**src/rtl/gcd_bcd_core.sv**
```systemverilog
// rtl/gcd_bcd_core.sv - subtractive GCD engine with double-dabble BCD formatting of operands and result
module gcd_bcd_core #(
    parameter int WIDTH  = 8,
    parameter int DIGITS = 3
) (
    input  logic             clk,
    input  logic             rst_n,
    input  logic             start,
    input  logic [WIDTH-1:0] a_i,
    input  logic [WIDTH-1:0] b_i,
    output logic             busy,
    output logic             done,
    output logic             err,
    output logic [WIDTH-1:0] gcd_o,
    output logic [7:0]       data_a_o [DIGITS-1:0],
    output logic [7:0]       data_b_o [DIGITS-1:0],
    output logic [7:0]       data_o   [DIGITS-1:0]
);

    localparam int SW = 4 * DIGITS + WIDTH;

    typedef enum logic [1:0] {
        S_IDLE,
        S_GCD,
        S_CONV,
        S_DONE
    } state_t;

    state_t           state, state_nx;
    logic [WIDTH-1:0] x, y, op_a, op_b, res;
    logic [SW-1:0]    sc_a, sc_b, sc_r;
    logic [3:0]       cnt;
    logic             gcd_term;
    logic [WIDTH-1:0] gcd_val;
    logic             conv_last;

    // x==0 yields y; y==0 and x==y both yield x
    assign gcd_term  = (x == '0) || (y == '0) || (x == y);
    assign gcd_val   = (x == '0) ? y : x;
    assign conv_last = (cnt == 4'(WIDTH));

    assign busy = (state != S_IDLE);
    assign done = (state == S_DONE);

    function automatic logic [SW-1:0] dabble(input logic [SW-1:0] v);
        logic [SW-1:0] r;
        logic [3:0]    nib;
        r = v;
        for (int d = 0; d < DIGITS; d++) begin
            nib = v[WIDTH + 4*d +: 4];
            if (nib >= 4'd5)
                r[WIDTH + 4*d +: 4] = nib + 4'd3;
        end
        return r << 1;
    endfunction

    always_comb begin
        state_nx = state;
        case (state)
            S_IDLE: if (start) state_nx = S_GCD;
            S_GCD:  if (gcd_term) state_nx = S_CONV;
            S_CONV: if (conv_last) state_nx = S_DONE;
            S_DONE: state_nx = S_IDLE;
            default: state_nx = S_IDLE;
        endcase
    end

    always_ff @(posedge clk or negedge rst_n) begin
        if (!rst_n) begin
            state <= S_IDLE;
            x     <= '0;
            y     <= '0;
            op_a  <= '0;
            op_b  <= '0;
            res   <= '0;
            sc_a  <= '0;
            sc_b  <= '0;
            sc_r  <= '0;
            cnt   <= '0;
            err   <= 1'b0;
            gcd_o <= '0;
            for (int d = 0; d < DIGITS; d++) begin
                data_a_o[d] <= '0;
                data_b_o[d] <= '0;
                data_o[d]   <= '0;
            end
        end else begin
            state <= state_nx;
            case (state)
                S_IDLE: begin
                    if (start) begin
                        x    <= a_i;
                        y    <= b_i;
                        op_a <= a_i;
                        op_b <= b_i;
                    end
                end
                S_GCD: begin
                    if (gcd_term) begin
                        res  <= gcd_val;
                        sc_a <= SW'(op_a);
                        sc_b <= SW'(op_b);
                        sc_r <= SW'(gcd_val);
                        cnt  <= '0;
                    end else if (x > y) begin
                        x <= x - y;
                    end else begin
                        y <= y - x;
                    end
                end
                S_CONV: begin
                    if (!conv_last) begin
                        sc_a <= dabble(sc_a);
                        sc_b <= dabble(sc_b);
                        sc_r <= dabble(sc_r);
                        cnt  <= cnt + 4'd1;
                    end else begin
                        // all display outputs update together on entry to DONE
                        gcd_o <= res;
                        err   <= (op_a == '0) && (op_b == '0);
                        for (int d = 0; d < DIGITS; d++) begin
                            data_a_o[d] <= {4'h0, sc_a[WIDTH + 4*d +: 4]};
                            data_b_o[d] <= {4'h0, sc_b[WIDTH + 4*d +: 4]};
                            data_o[d]   <= {4'h0, sc_r[WIDTH + 4*d +: 4]};
                        end
                    end
                end
                default: ;
            endcase
        end
    end

endmodule

```
**config.mk**
```make
export PLATFORM = sky130hd
export DESIGN_NAME = gcd_bcd_core
export DESIGN_NICKNAME = d
export VERILOG_FILES = /design/src/rtl/gcd_bcd_core.sv
export SDC_FILE = /design/constraint.sdc
export NUM_CORES = 1
export LEC_CHECK = 0
export BUFFER_PORTS_ARGS = -buffer_cell sky130_fd_sc_hd__buf_2
export CORE_ASPECT_RATIO = 0.75
export CORE_MARGIN = 10
export CORE_UTILIZATION = 40
export DETAILED_ROUTE_END_ITERATION = 10
export SLEW_MARGIN = 25
export SYNTH_ARGS = -nofsm -noshare
export SYNTH_HDL_FRONTEND = slang
export SYNTH_SLANG_ARGS = --single-unit
export TNS_END_PERCENT = 1
```
**constraint.sdc**
```tcl
create_clock -name clk -period 2.82 [get_ports clk]
set_input_delay 0 -clock clk [delete_from_list [all_inputs] [get_ports clk]]
set_output_delay 0 -clock clk [all_outputs]
set_load 0.005 [all_outputs]
```
==> Word-level counts from Yosys, hierarchy flattened <==
Cells that the tools add are included.
{ "word_totals": {"regBits": 151, "in_bits": 19, "out_inout_bits": 83, "wordCells": 107} }
{ "classes": {"add_sub_neg": 12, "n_lt_le_gt_ge": 10, "eq_ne": 12, "mux": 34, "reduce_logical": 18} }
{ "ops": {"columns": ["op", "n"], "rows": [
  ["20-bit 2-to-1 mux", 6],
  ["20-bit one-hot mux with 2 select lines", 3],
  ["8-bit 2-to-1 mux", 7],
  ["4-bit by 3-bit >= comparator with 1-bit output, second input constant", 9],
  ["8-bit logical NOT", 4],
  ["4-bit 2-to-1 mux", 8],
  ["8-bit one-hot mux with 2 select lines", 2],
  ["4-bit by 2-bit adder with 4-bit output, second input constant", 6],
  ["8-bit subtractor", 2],
  ["2-bit != test, second input constant", 7],
  ["3-bit by 2-bit adder with 3-bit output, second input constant", 3],
  ["3-bit 2-to-1 mux", 3],
  ["8-bit equality test", 1],
  ["8-bit > comparator", 1],
  ["2-bit one-hot mux with 4 select lines", 1],
  ["4-bit one-hot mux with 2 select lines", 1],
  ["4-bit AND reduction", 2],
  ["2-bit 2-to-1 mux", 3],
  ["2-bit AND reduction", 3],
  ["3-bit AND reduction", 2],
  ["2-bit nonzero test", 3],
  ["4-bit by 1-bit adder with 4-bit output, second input constant", 1],
  ["2-bit equality test, second input constant", 2],
  ["4-bit equality test, second input constant", 1],
  ["other kinds (4)", 5]
]} }

==> Logic depth before layout (Yosys ltp) <==
Gate-level depths: netlist (run 1).
{ "depth": {"word_depth": 5, "mapped_depth": 9, "ltp_nobuf": 8} }

==> Least setup slack after synthesis (run 1) <==
Ideal clock, no wire load.
{ "synth_timing": {"kind": "register to register", "startpoint": "register y[6]", "endpoint": "register y[5]", "setup_ns": 0.125, "arrival_ns": 2.250, "required_time_ns": 2.695, "path_slack_ns": 0.445, "path_stages_with_launch": 9, "path_buffers": 1, "period_less_slack_ns": 2.375, "path_cell_list": "dfrtp_1 > inv_1 > ha_1 > buf_2 > nand4_2 > nor2_2 > or4b_1 > o21ai_4 > mux2_2"} }
{ "synth_between": {"elab_chain_cells": 5, "elab_cells_between_ends": 8, "classes_between": "order compare: 1; eq/ne: 3; reduce/logical: 4"} }
{ "synth_lines": {"columns": ["element", "line", "rtl"], "rows": [
  ["start: declaration", "30", "logic [WIDTH-1:0] x, y, op_a, op_b, res;"],
  ["start signal: assignment", "93", "y <= b_i;"],
  ["start signal: assignment", "108", "y <= y - x;"],
  ["branches (longest 4 deep; another with 8-bit > comparator)", null, null],
  ["4-bit AND reduction (no source line) *", null, null]
]} }
Mark *: on every way between the ends.
A chain may end at the register's enable or synchronous reset.

==> Final worst setup path (run 1) <==
{ "layout_timing": {"startpoint": "register y[2]", "endpoint": "register y[0]"} }
The elaborated chain is that of the path after synthesis.

==> results of run 1 <==
## per-layer routing
layer / up-vias / routed length, um / track usage
li1: 3029 / - / -
met3: 16 / 942 / 0.03280
met2: 140 / 8547 / 0.2191
met1: 3055 / 10040 / 0.2195
met4: 0 / 198 / 0.04138
met5: - / 0 / 0
## cell usage after synthesis (all sizes together), types with 3 or more instances
cell	n	area, um2
dfrtp	151	3779
nand2	145	544.3
o21ai	117	596.8
buf	45	330.3
inv	44	165.2
ha	39	488.0
clkbuf	35	131.4
mux2	32	360.4
mux2i	29	290.3
nor2	26	116.4
a21oi	22	110.1
nand3	20	112.6
xnor2	17	148.9
nand2b	14	87.58
o211ai	14	105.1
a21o	11	82.58
a22o	9	78.83
o31ai	8	65.06
or4	7	63.81
a32o	6	60.06
nor4	6	37.54
a211oi	5	37.54
nand4	5	37.53
nor2b	5	31.28
nor3	4	20.02
or3	4	25.02
xor2	3	26.28
## power by group
part	total, mW	switching, mW	leakage [nW]	internal (mW)
logic	4.89	2.93	2.32	1.96
clock network	2.33	0.943	0.284	1.39
registers	3.24	0.472	1.95	2.77
## logic make-up (layout without fill, tap and decap cells)
kind of cell | count (synthesis) | in the layout | synth area share
adders and majority gates | 41 | 41 | 0.06454
buffers and inverters | 124 | 183 | 0.07662
and+or+nand+nor | 243 | 243 | 0.1382
AOI/OAI and AO/OA | 209 | 209 | 0.1574
xor gates and xnor gates | 20 | 20 | 0.02141
DFF | 151 | 151 | 0.4618
other | 1 | 36 | 0.0004583
muxes | 61 | 61 | 0.07952
## worst max-delay path: cells and delay by family (launching register included)
family | cells | cell delay [ns]
and+or+nand+nor | 3 | 0.79
buffers and inverters | 3 | 0.47
DFF | 1 | 0.43
adders and majority gates | 1 | 0.41
AOI/OAI and AO/OA | 1 | 0.24
muxes | 1 | 0.20
## area by class of cell
type                    instances  area share
clock buffers                  21     0.04932
clock inverters                11     0.01403
inverters                      44     0.01731
multi-input cells             610      0.4119
flip-flops and latches        151      0.3961
well taps                     258     0.03384
repair buffers                107     0.07752
## registers in the layout (all words and copies together), names as in the netlist
register / cells
cnt: 4
data_a_o: 12
data_b_o: 12
data_o: 12
err: 1
gcd_o: 8
op_a: 8
op_b: 8
res: 8
sc_a: 20
sc_b: 20
sc_r: 20
state: 2
x: 8
y: 8
## final timing paths
kind / from / to / slack (ns)
worst min-delay path: start / op_b[6] / 0.1
worst max-delay path: y[2] / y[0] / 0.21
min in group asynchronous: rst_n / gcd_o[1] / 0.18
worst max register to register: y[2] / y[0] / 0.21
max in group asynchronous: rst_n / op_a[4] / 1.85
worst min register to register: data_o[10] / data_o[10] / 0.47
==> results.py, run 1 <==
metrics = {
    "sta": {
        "timing.final.ws_setup_ns": 0.2054,
        "finalCritPeriodShare": 0.9272,
        "maxSlewHeadroom": 0.4981,
        "finalMaxSlewViolations": 0,
        "fmax_mhz": 382.5,
        "fin_skew_ns": 0.01707,
        "period_needed_ns": 2.615,
        "fin_setup_tns_ns": 0,
        "hold_ws_ns": 0.09506,
        "report.final.hold_viol_count": 0,
        "max_slew.worst_pin.slew_ns": 0.7528,
        "rsz0062_at_grt": "no",
        "setup_viol": 0,
    },
    "clock_tree": {
        "holdBufCountCts": 17,
        "cts-buffers-inserted": 17,
        "cts.htree.levels": 4,
        "cts_resized": 0,
        "cts_tree": "built",
        "cts_setup_buffers": 0,
        "cts-root-buf": "clkbuf_16",
        "clk_path_buf_depth": 2,
        "clk_latency_ns": 0.43,
        "clk_pin_slew_ns": 0.06,
        "clock_sinks": 151,
    },
    "critical_path": {
        "crit_type": "reg -> reg",
        "cp_slowest_cell": "or4b_1",
        "crit_chain": "inv_1, ha_1, nand4_1, nor2_2, buf_4, or4b_1, o21ai_4, buf_4, mux2i_1",
        "cp_data_required_time_ns": 3.16,
        "worstPathMaxFanout": 9,
        "critPathMostFrequentCell": "buf_4",
        "critPathMaxStageDelay_ns": 0.56,
        "cp.arrival_ns": 2.96,
        "worst_setup_path_start_kind": "flop",
        "cp-end-kind": "flop",
        "worst-r2r-cell-count": 9,
    },
    "floorplanning": {
        "start_util": 0.4059,
        "core-area_um2": 20160,
        "rows": 45,
        "die_h_um": 143.9,
        "die-width_um": 185.1,
        "die-area_um2": 26630,
        "num_io_pins": 102,
    },
    "power_and_ir_drop": {
        "ir_drop_mv": 0.5776,
        "p_per_area_nw_per_um2": 1097,
        "p_leak_nw": 4.557,
        "power.total_mw": 10.46,
    },
    "synth": {
        "ys_seq_area_frac": 0.4618,
        "async_flop_share": 1.000,
        "synth_area_per_cell_um2": 9.625,
        "ys.flop_type": "dfrtp_1",
        "synth_seq_cells": 151,
        "synth_cell_types": 60,
        "ys_warn_count": 0,
        "synth_edf_count": 0,
        "netlist_area_um2": 8182,
        "syn_inst": 850,
    },
    "layout": {
        "final_cells": 1202,
        "area_delta_synth_final_pct": 16.59,
        "antenna_cells": 0,
        "final_util": 0.4732,
        "final_nets": 991,
        "drive_above_1_share": 0.1716,
        "n_fill_cell": 1935,
        "final_cell_mix": "dfrtp_1, nand2_1, o21ai_0",
        "finalInstanceArea_um2": 9539,
        "final_common_cell": "dfrtp_1",
        "regArea_um2": 3779,
        "multiInputGateArea_um2": 3929,
    },
    "detailed_routing": {
        "drt_first_pass_iters": 5,
        "dr_total_vias": 6240,
        "post_drt_wl_per_cell_um": 16.41,
        "antenna_left": 0,
        "detail_route.vias_per_cell": 5.191,
        "drt_first_iter_violations": 604,
        "wl_mm": 19.72,
        "drc": 0,
    },
    "global_route": {
        "track_usage": 0.1510,
        "grt_overflow": 0,
        "grt_pass1_wl_mm": 32.32,
        "grt_max_degree": 80,
        "grt_pass1_vias": 6017,
        "antenna_found_initial": 0,
    },
    "placement": {
        "dp_slack_ns": 0.2147,
        "gp_congestion": 0.8733,
        "dp_cells": 1153,
        "post_dp_cell_area_um2": 8765,
        "place_hpwl_mm": 13.91,
        "io_buffer_count": 65,
    },
    "worst_hold_path": {
        "hold_path_depth": 3,
        "hold_path.class": "in -> reg",
    },
    "run": {
        "drv_cap": 0,
    },
    "status": {
        "outcome": "complete, no violations",
    },
}
(Power assumes the default switching activity.)
==> run 2, diff against run 1 <==
==> constraint.sdc (replaced) <==
create_clock -name clk -period 3 [get_ports clk]
set_input_delay 0.15 -clock clk [delete_from_list [all_inputs] [get_ports clk]]
set_output_delay 0.15 -clock clk [all_outputs]
set_load 0.005 [all_outputs]
==> run 2 against run 1 <==
Effect of this change: highest routed layer unchanged; combinational power fell by 6.5%; sequential share of layout area grew 0.42 points; die area unchanged; routed wire length is 0.59% lower; clock skew rose by 0.00074 ns; via count shrank 1.6%; setup slack improved by 0.083 ns; clock power down 9.4%; core utilization decreased by 0.50 points; critical path type unchanged; cell count fell by 0.42%.
==> results.py, run 2 (synthesized netlist as in run 1, its figures left out) <==
metrics = {
    "clock_tree": {
        "clk_latency_ns": 0.44,
        "cts_resized": 0,
        "cts_tree": "built",
        "cts_setup_buffers": 0,
        "clk_path_buf_depth": 2,
        "cts-buffers-inserted": 17,
        "cts-root-buf": "clkbuf_16",
        "clk_pin_slew_ns": 0.06,
        "cts.htree.levels": 4,
        "clock_sinks": 151,
        "holdBufCountCts": 10,
    },
    "layout": {
        "antenna_cells": 0,
        "final_nets": 986,
        "final_cells": 1197,
        "final_cell_mix": "dfrtp_1, nand2_1, o21ai_0",
        "final_common_cell": "dfrtp_1",
        "finalInstanceArea_um2": 9439,
        "n_fill_cell": 1962,
        "largestRegisters": "sc_a (20), sc_b (20), sc_r (20)",
        "drive_above_1_share": 0.1757,
        "area_delta_synth_final_pct": 15.37,
        "final_util": 0.4683,
    },
    "power_and_ir_drop": {
        "power.share.combinational": 0.470,
        "p_clk_frac": 0.217,
        "p_leak_nw": 4.525,
        "ir_drop_mv": 0.4689,
        "swShare": 0.4236,
        "power.switching_mw": 4.114,
        "p_per_area_nw_per_um2": 1029,
        "intPower_mw": 5.598,
        "share_seq_of_total_power": 0.313,
    },
    "detailed_routing": {
        "wl_mm": 19.61,
        "drt_first_iter_violations": 330,
        "post_drt_wl_per_cell_um": 16.38,
        "antenna_left": 0,
        "detail_route.vias_per_cell": 5.130,
        "drt_first_pass_iters": 5,
        "drc": 0,
        "dr_total_vias": 6141,
    },
    "sta": {
        "setup_viol": 0,
        "finalMaxSlewViolations": 0,
        "period_needed_ns": 2.712,
        "finalCritPeriodShare": 0.9040,
        "fmax_mhz": 368.7,
        "max_slew.worst_pin.slew_ns": 0.7626,
        "fin_skew_ns": 0.01781,
        "rsz0062_at_grt": "no",
        "report.final.hold_viol_count": 0,
        "fin_setup_tns_ns": 0,
        "maxSlewHeadroom": 0.4899,
    },
    "floorplanning": {
        "die-area_um2": 26630,
        "rows": 45,
        "num_io_pins": 102,
        "core-area_um2": 20160,
        "die-width_um": 185.1,
        "start_util": 0.4059,
        "die_h_um": 143.9,
    },
    "critical_path": {
        "startpoint": "y[1]",
        "timing.rr.end": "sc_a[19]",
        "cp-end-kind": "flop",
        "r2r-start": "y[1]",
        "worstPathMaxFanout": 29,
        "worst-r2r-cell-count": 8,
        "critPathCapture": "sc_a[19]",
        "worst_setup_path_start_kind": "flop",
        "crit_type": "reg -> reg",
        "cp_data_required_time_ns": 3.32,
        "cp.arrival_ns": 3.03,
        "r2r_slack_ns": 0.29,
    },
    "placement": {
        "place_hpwl_mm": 13.83,
        "dp_cells": 1155,
        "post_dp_cell_area_um2": 8755,
        "io_buffer_count": 65,
        "gp_congestion": 0.8520,
    },
    "global_route": {
        "use_met3": 0.03885,
        "grt_overflow": 0,
        "met2_usage": 0.2176,
        "grt_pass1_vias": 5988,
        "grt_max_degree": 71,
        "antenna_found_initial": 0,
        "grtUsageMet1": 0.2192,
        "track_usage": 0.1506,
        "grt_pass1_wl_mm": 32.31,
        "globalRoute.busiestLayer": "met1",
    },
    "run": {
        "drv_cap": 0,
    },
    "worst_hold_path": {
        "hold_path.class": "in -> reg",
    },
    "status": {
        "outcome": "complete, no violations",
    },
}
run 2: cell types whose count changed in the layout (fill, tap and decap cells not counted), sizes merged, moves of 2 or more:
cell	previous run	this run
buf	90	92
clkinvlp	4	2
inv	49	51
clkbuf	21	18
dlygate4sd3	17	10
clkinv	0	4
run 2: critical path, stage by stage (launching register included):
cell     delay (ns)
dfrtp_1        0.46
inv_1          0.13
ha_1           0.35
nand4_1        0.11
nor2_2         0.08
o41ai_4        0.74
buf_4          0.42
o31ai_1        0.12
a22o_1         0.18
run 2: worst min path at each step:
stage	slack (ns)	to	cells past startpoint	startpoint
2_1_floorplan	-0.15	cnt[0]	0	rst_n
3_3_place_gp	0.21	gcd_o[5]	1	rst_n
3_5_place_dp	0.21	gcd_o[5]	1	rst_n
4_1_cts	0.002	op_b[7]	2	b_i[7]
5_1_grt	0.006	op_a[4]	2	a_i[4]
6_report	0.01	op_b[6]	2	b_i[6]
run 2: layout make-up:
type	instances	area [um2]	area share
clock buffers	18	439.2	0.04653
clock inverters	14	136.4	0.01445
inverters	44	165.2	0.01750
multi-input cells	610	3938	0.4172
flip-flops and latches	151	3779	0.4003
well taps	258	322.8	0.03420
repair buffers	102	659.4	0.06986
run 2: metrics by stage:
step,setup WS (ns),power (mW),hold slack (ns)
floorplan,0.6250,6.230,-0.1456
global placement,0.2843,7.576,0.2110
detailed placement,0.1997,7.589,0.2082
CTS,0.1938,9.747,0.001763
global route,0.07696,10.44,0.005865
finish,0.2881,9.712,0.01214
run 2: layer usage:
metal  share of wire  wire length (um)  vias up
li1                -                 -     3029
met1            0.52             10200     2975
met2            0.43              8388      124
met3           0.046               903       13
met4          0.0061               119        0
met5               0                 0        -
run 2: power groups by stage:
stage                     clock network [mW]  logic [mW]  registers [mW]
after CTS                               2.15        4.56            3.03
final                                   2.11        4.57            3.04
after global placement                     0        4.54            3.04
after detailed placement                   0        4.53            3.06
after floorplan                            0        3.29            2.93
after global routing                    2.25        5.08            3.12
==> run 3, diff against run 2 <==
==> constraint.sdc (replaced) <==
create_clock -name clk -period 2.7 [get_ports clk]
set_input_delay 0.135 -clock clk [delete_from_list [all_inputs] [get_ports clk]]
set_output_delay 0.135 -clock clk [all_outputs]
set_load 0.005 [all_outputs]
==> run 3 against run 2 <==
Effect of this change: count of clock-buffer cells in the layout shrank 1; cell count grew 2.3%; die area is the same; core utilization grew 1.2 points.
==> results.py, run 3 (synthesized netlist as in run 1, its figures left out) <==
metrics = {
    "layout": {
        "final_nets": 1013,
        "multiInputGateArea_um2": 3929,
        "final_common_cell": "dfrtp_1",
        "area_delta_synth_final_pct": 18.44,
        "finalInstanceArea_um2": 9691,
        "final_util": 0.4808,
        "regArea_um2": 3779,
        "drive_above_1_share": 0.1925,
        "antenna_cells": 0,
        "final_cells": 1224,
        "n_fill_cell": 1906,
        "final_cell_mix": "dfrtp_1, nand2_1, o21ai_0",
        "largestRegisters": "sc_a (20), sc_b (20), sc_r (20)",
    },
    "global_route": {
        "grt_pass1_vias": 5965,
        "grt_overflow": 0,
        "grt_pass1_wl_mm": 32.31,
        "track_usage": 0.1517,
        "grt_max_degree": 69,
        "antenna_found_initial": 0,
    },
    "floorplanning": {
        "core-area_um2": 20160,
        "die_h_um": 143.9,
        "die-area_um2": 26630,
        "num_io_pins": 102,
        "die-width_um": 185.1,
        "rows": 45,
        "start_util": 0.4059,
    },
    "power_and_ir_drop": {
        "p_clk_frac": 0.219,
        "intPower_mw": 6.549,
        "power.share.combinational": 0.488,
        "swShare": 0.4141,
        "share_seq_of_total_power": 0.293,
        "p_per_area_nw_per_um2": 1153,
        "power.total_mw": 11.18,
        "ir_drop_mv": 0.6380,
        "p_leak_nw": 4.662,
        "power.switching_mw": 4.629,
    },
    "critical_path": {
        "critPathMaxStageDelay_ns": 0.41,
        "cp-end-kind": "flop",
        "cp_data_required_time_ns": 3.02,
        "critPathMostFrequentCell": "buf_4",
        "worst_setup_path_start_kind": "flop",
        "startpoint": "y[0]",
        "crit_type": "reg -> reg",
        "path_buf_inv": 2,
        "r2r_slack_ns": 0.18,
        "worstPathMaxFanout": 3,
        "worst-r2r-cell-count": 9,
        "critPathTopFamily": "compound AO/OA/AOI/OAI gates",
        "cp.arrival_ns": 2.84,
        "cp_slowest_cell": "fa_1",
        "timing.rr.end": "x[6]",
        "r2r-start": "y[0]",
        "crit_chain": "buf_4, ha_1, fa_1, nand2b_1, o2bb2ai_1, o22ai_1, buf_4, o2111ai_1, o221a_2",
    },
    "detailed_routing": {
        "detail_route.vias_per_cell": 5.060,
        "drc": 0,
        "drt_first_pass_iters": 7,
        "wl_mm": 19.78,
        "post_drt_wl_per_cell_um": 16.16,
        "drt_first_iter_violations": 427,
        "dr_total_vias": 6194,
        "antenna_left": 0,
    },
    "placement": {
        "dp_cells": 1175,
        "post_dp_cell_area_um2": 8917,
        "gp_congestion": 0.8693,
        "io_buffer_count": 65,
        "place_hpwl_mm": 14.10,
        "dp_slack_ns": 0.1179,
    },
    "clock_tree": {
        "clock_sinks": 151,
        "cts.htree.levels": 4,
        "clk_path_buf_depth": 2,
        "cts_resized": 0,
        "cts_tree": "built",
        "cts-buffers-inserted": 17,
        "clk_pin_slew_ns": 0.07,
        "clk_latency_ns": 0.43,
        "cts-root-buf": "clkbuf_16",
    },
    "worst_hold_path": {
        "holdPathEnd": "op_a[4]",
        "hold_path_depth": 2,
        "hp-start": "a_i[4]",
        "hold_path.class": "in -> reg",
    },
    "sta": {
        "rsz0062_at_grt": "no",
        "timing.final.ws_setup_ns": 0.1825,
        "maxSlewHeadroom": 0.5569,
        "hold_ws_ns": 0.01287,
        "report.final.hold_viol_count": 0,
        "fin_skew_ns": 0.01102,
        "finalMaxSlewViolations": 0,
        "fin_setup_tns_ns": 0,
        "period_needed_ns": 2.518,
        "finalCritPeriodShare": 0.9324,
        "setup_viol": 0,
        "max_slew.worst_pin.slew_ns": 0.6646,
        "fmax_mhz": 397.2,
    },
    "run": {
        "drv_cap": 0,
    },
    "status": {
        "outcome": "complete, no violations",
    },
}
## run 3: how the worst max path moves through the flow
| stage | end | slack, ns | cells after the start |
|---|---|---|---|
| after floorplan | y[5] | 0.32 | 8 |
| after global routing | x[4] | 0.03 | 9 |
| after detailed placement | sc_a[19] | 0.12 | 8 |
| final | x[6] | 0.18 | 9 |
| after CTS | sc_b[19] | 0.07 | 8 |
| after global placement | sc_b[19] | 0.10 | 8 |
## run 3: final cells by class
cell class	count	area share
Inverter	44	0.01704
Multi-Input combinational cell	610	0.4054
Clock buffer	17	0.04390
Timing Repair Buffer	129	0.09180
Tap cell	258	0.03331
Clock inverter	15	0.01859
Sequential cell	151	0.3899
## run 3: layer usage
metal	vias up	wire (um)	track usage	share of wire
met5	-	0	0	0
met4	0	155	0.03840	0.0078
met1	2959	10290	0.2270	0.52
li1	3082	-	-	-
met3	16	947	0.03153	0.048
met2	137	8390	0.2147	0.42
## run 3: power groups by stage
stage | sequential (mW) | clock, mW | combinational [mW]
floorplan | 3.26 | 0 | 3.66
global placement | 3.29 | 0 | 5.40
detailed placement | 3.32 | 0 | 5.41
CTS | 3.28 | 2.51 | 5.46
global route | 3.36 | 2.60 | 6.10
finish | 3.27 | 2.45 | 5.46
## run 3: repair_timing
item | CTS | global route
setup endpoints to repair | 0 | 11
setup buffers | 0 | 1
hold endpoints to repair | 79 | 0
hold buffers | 16 | 0
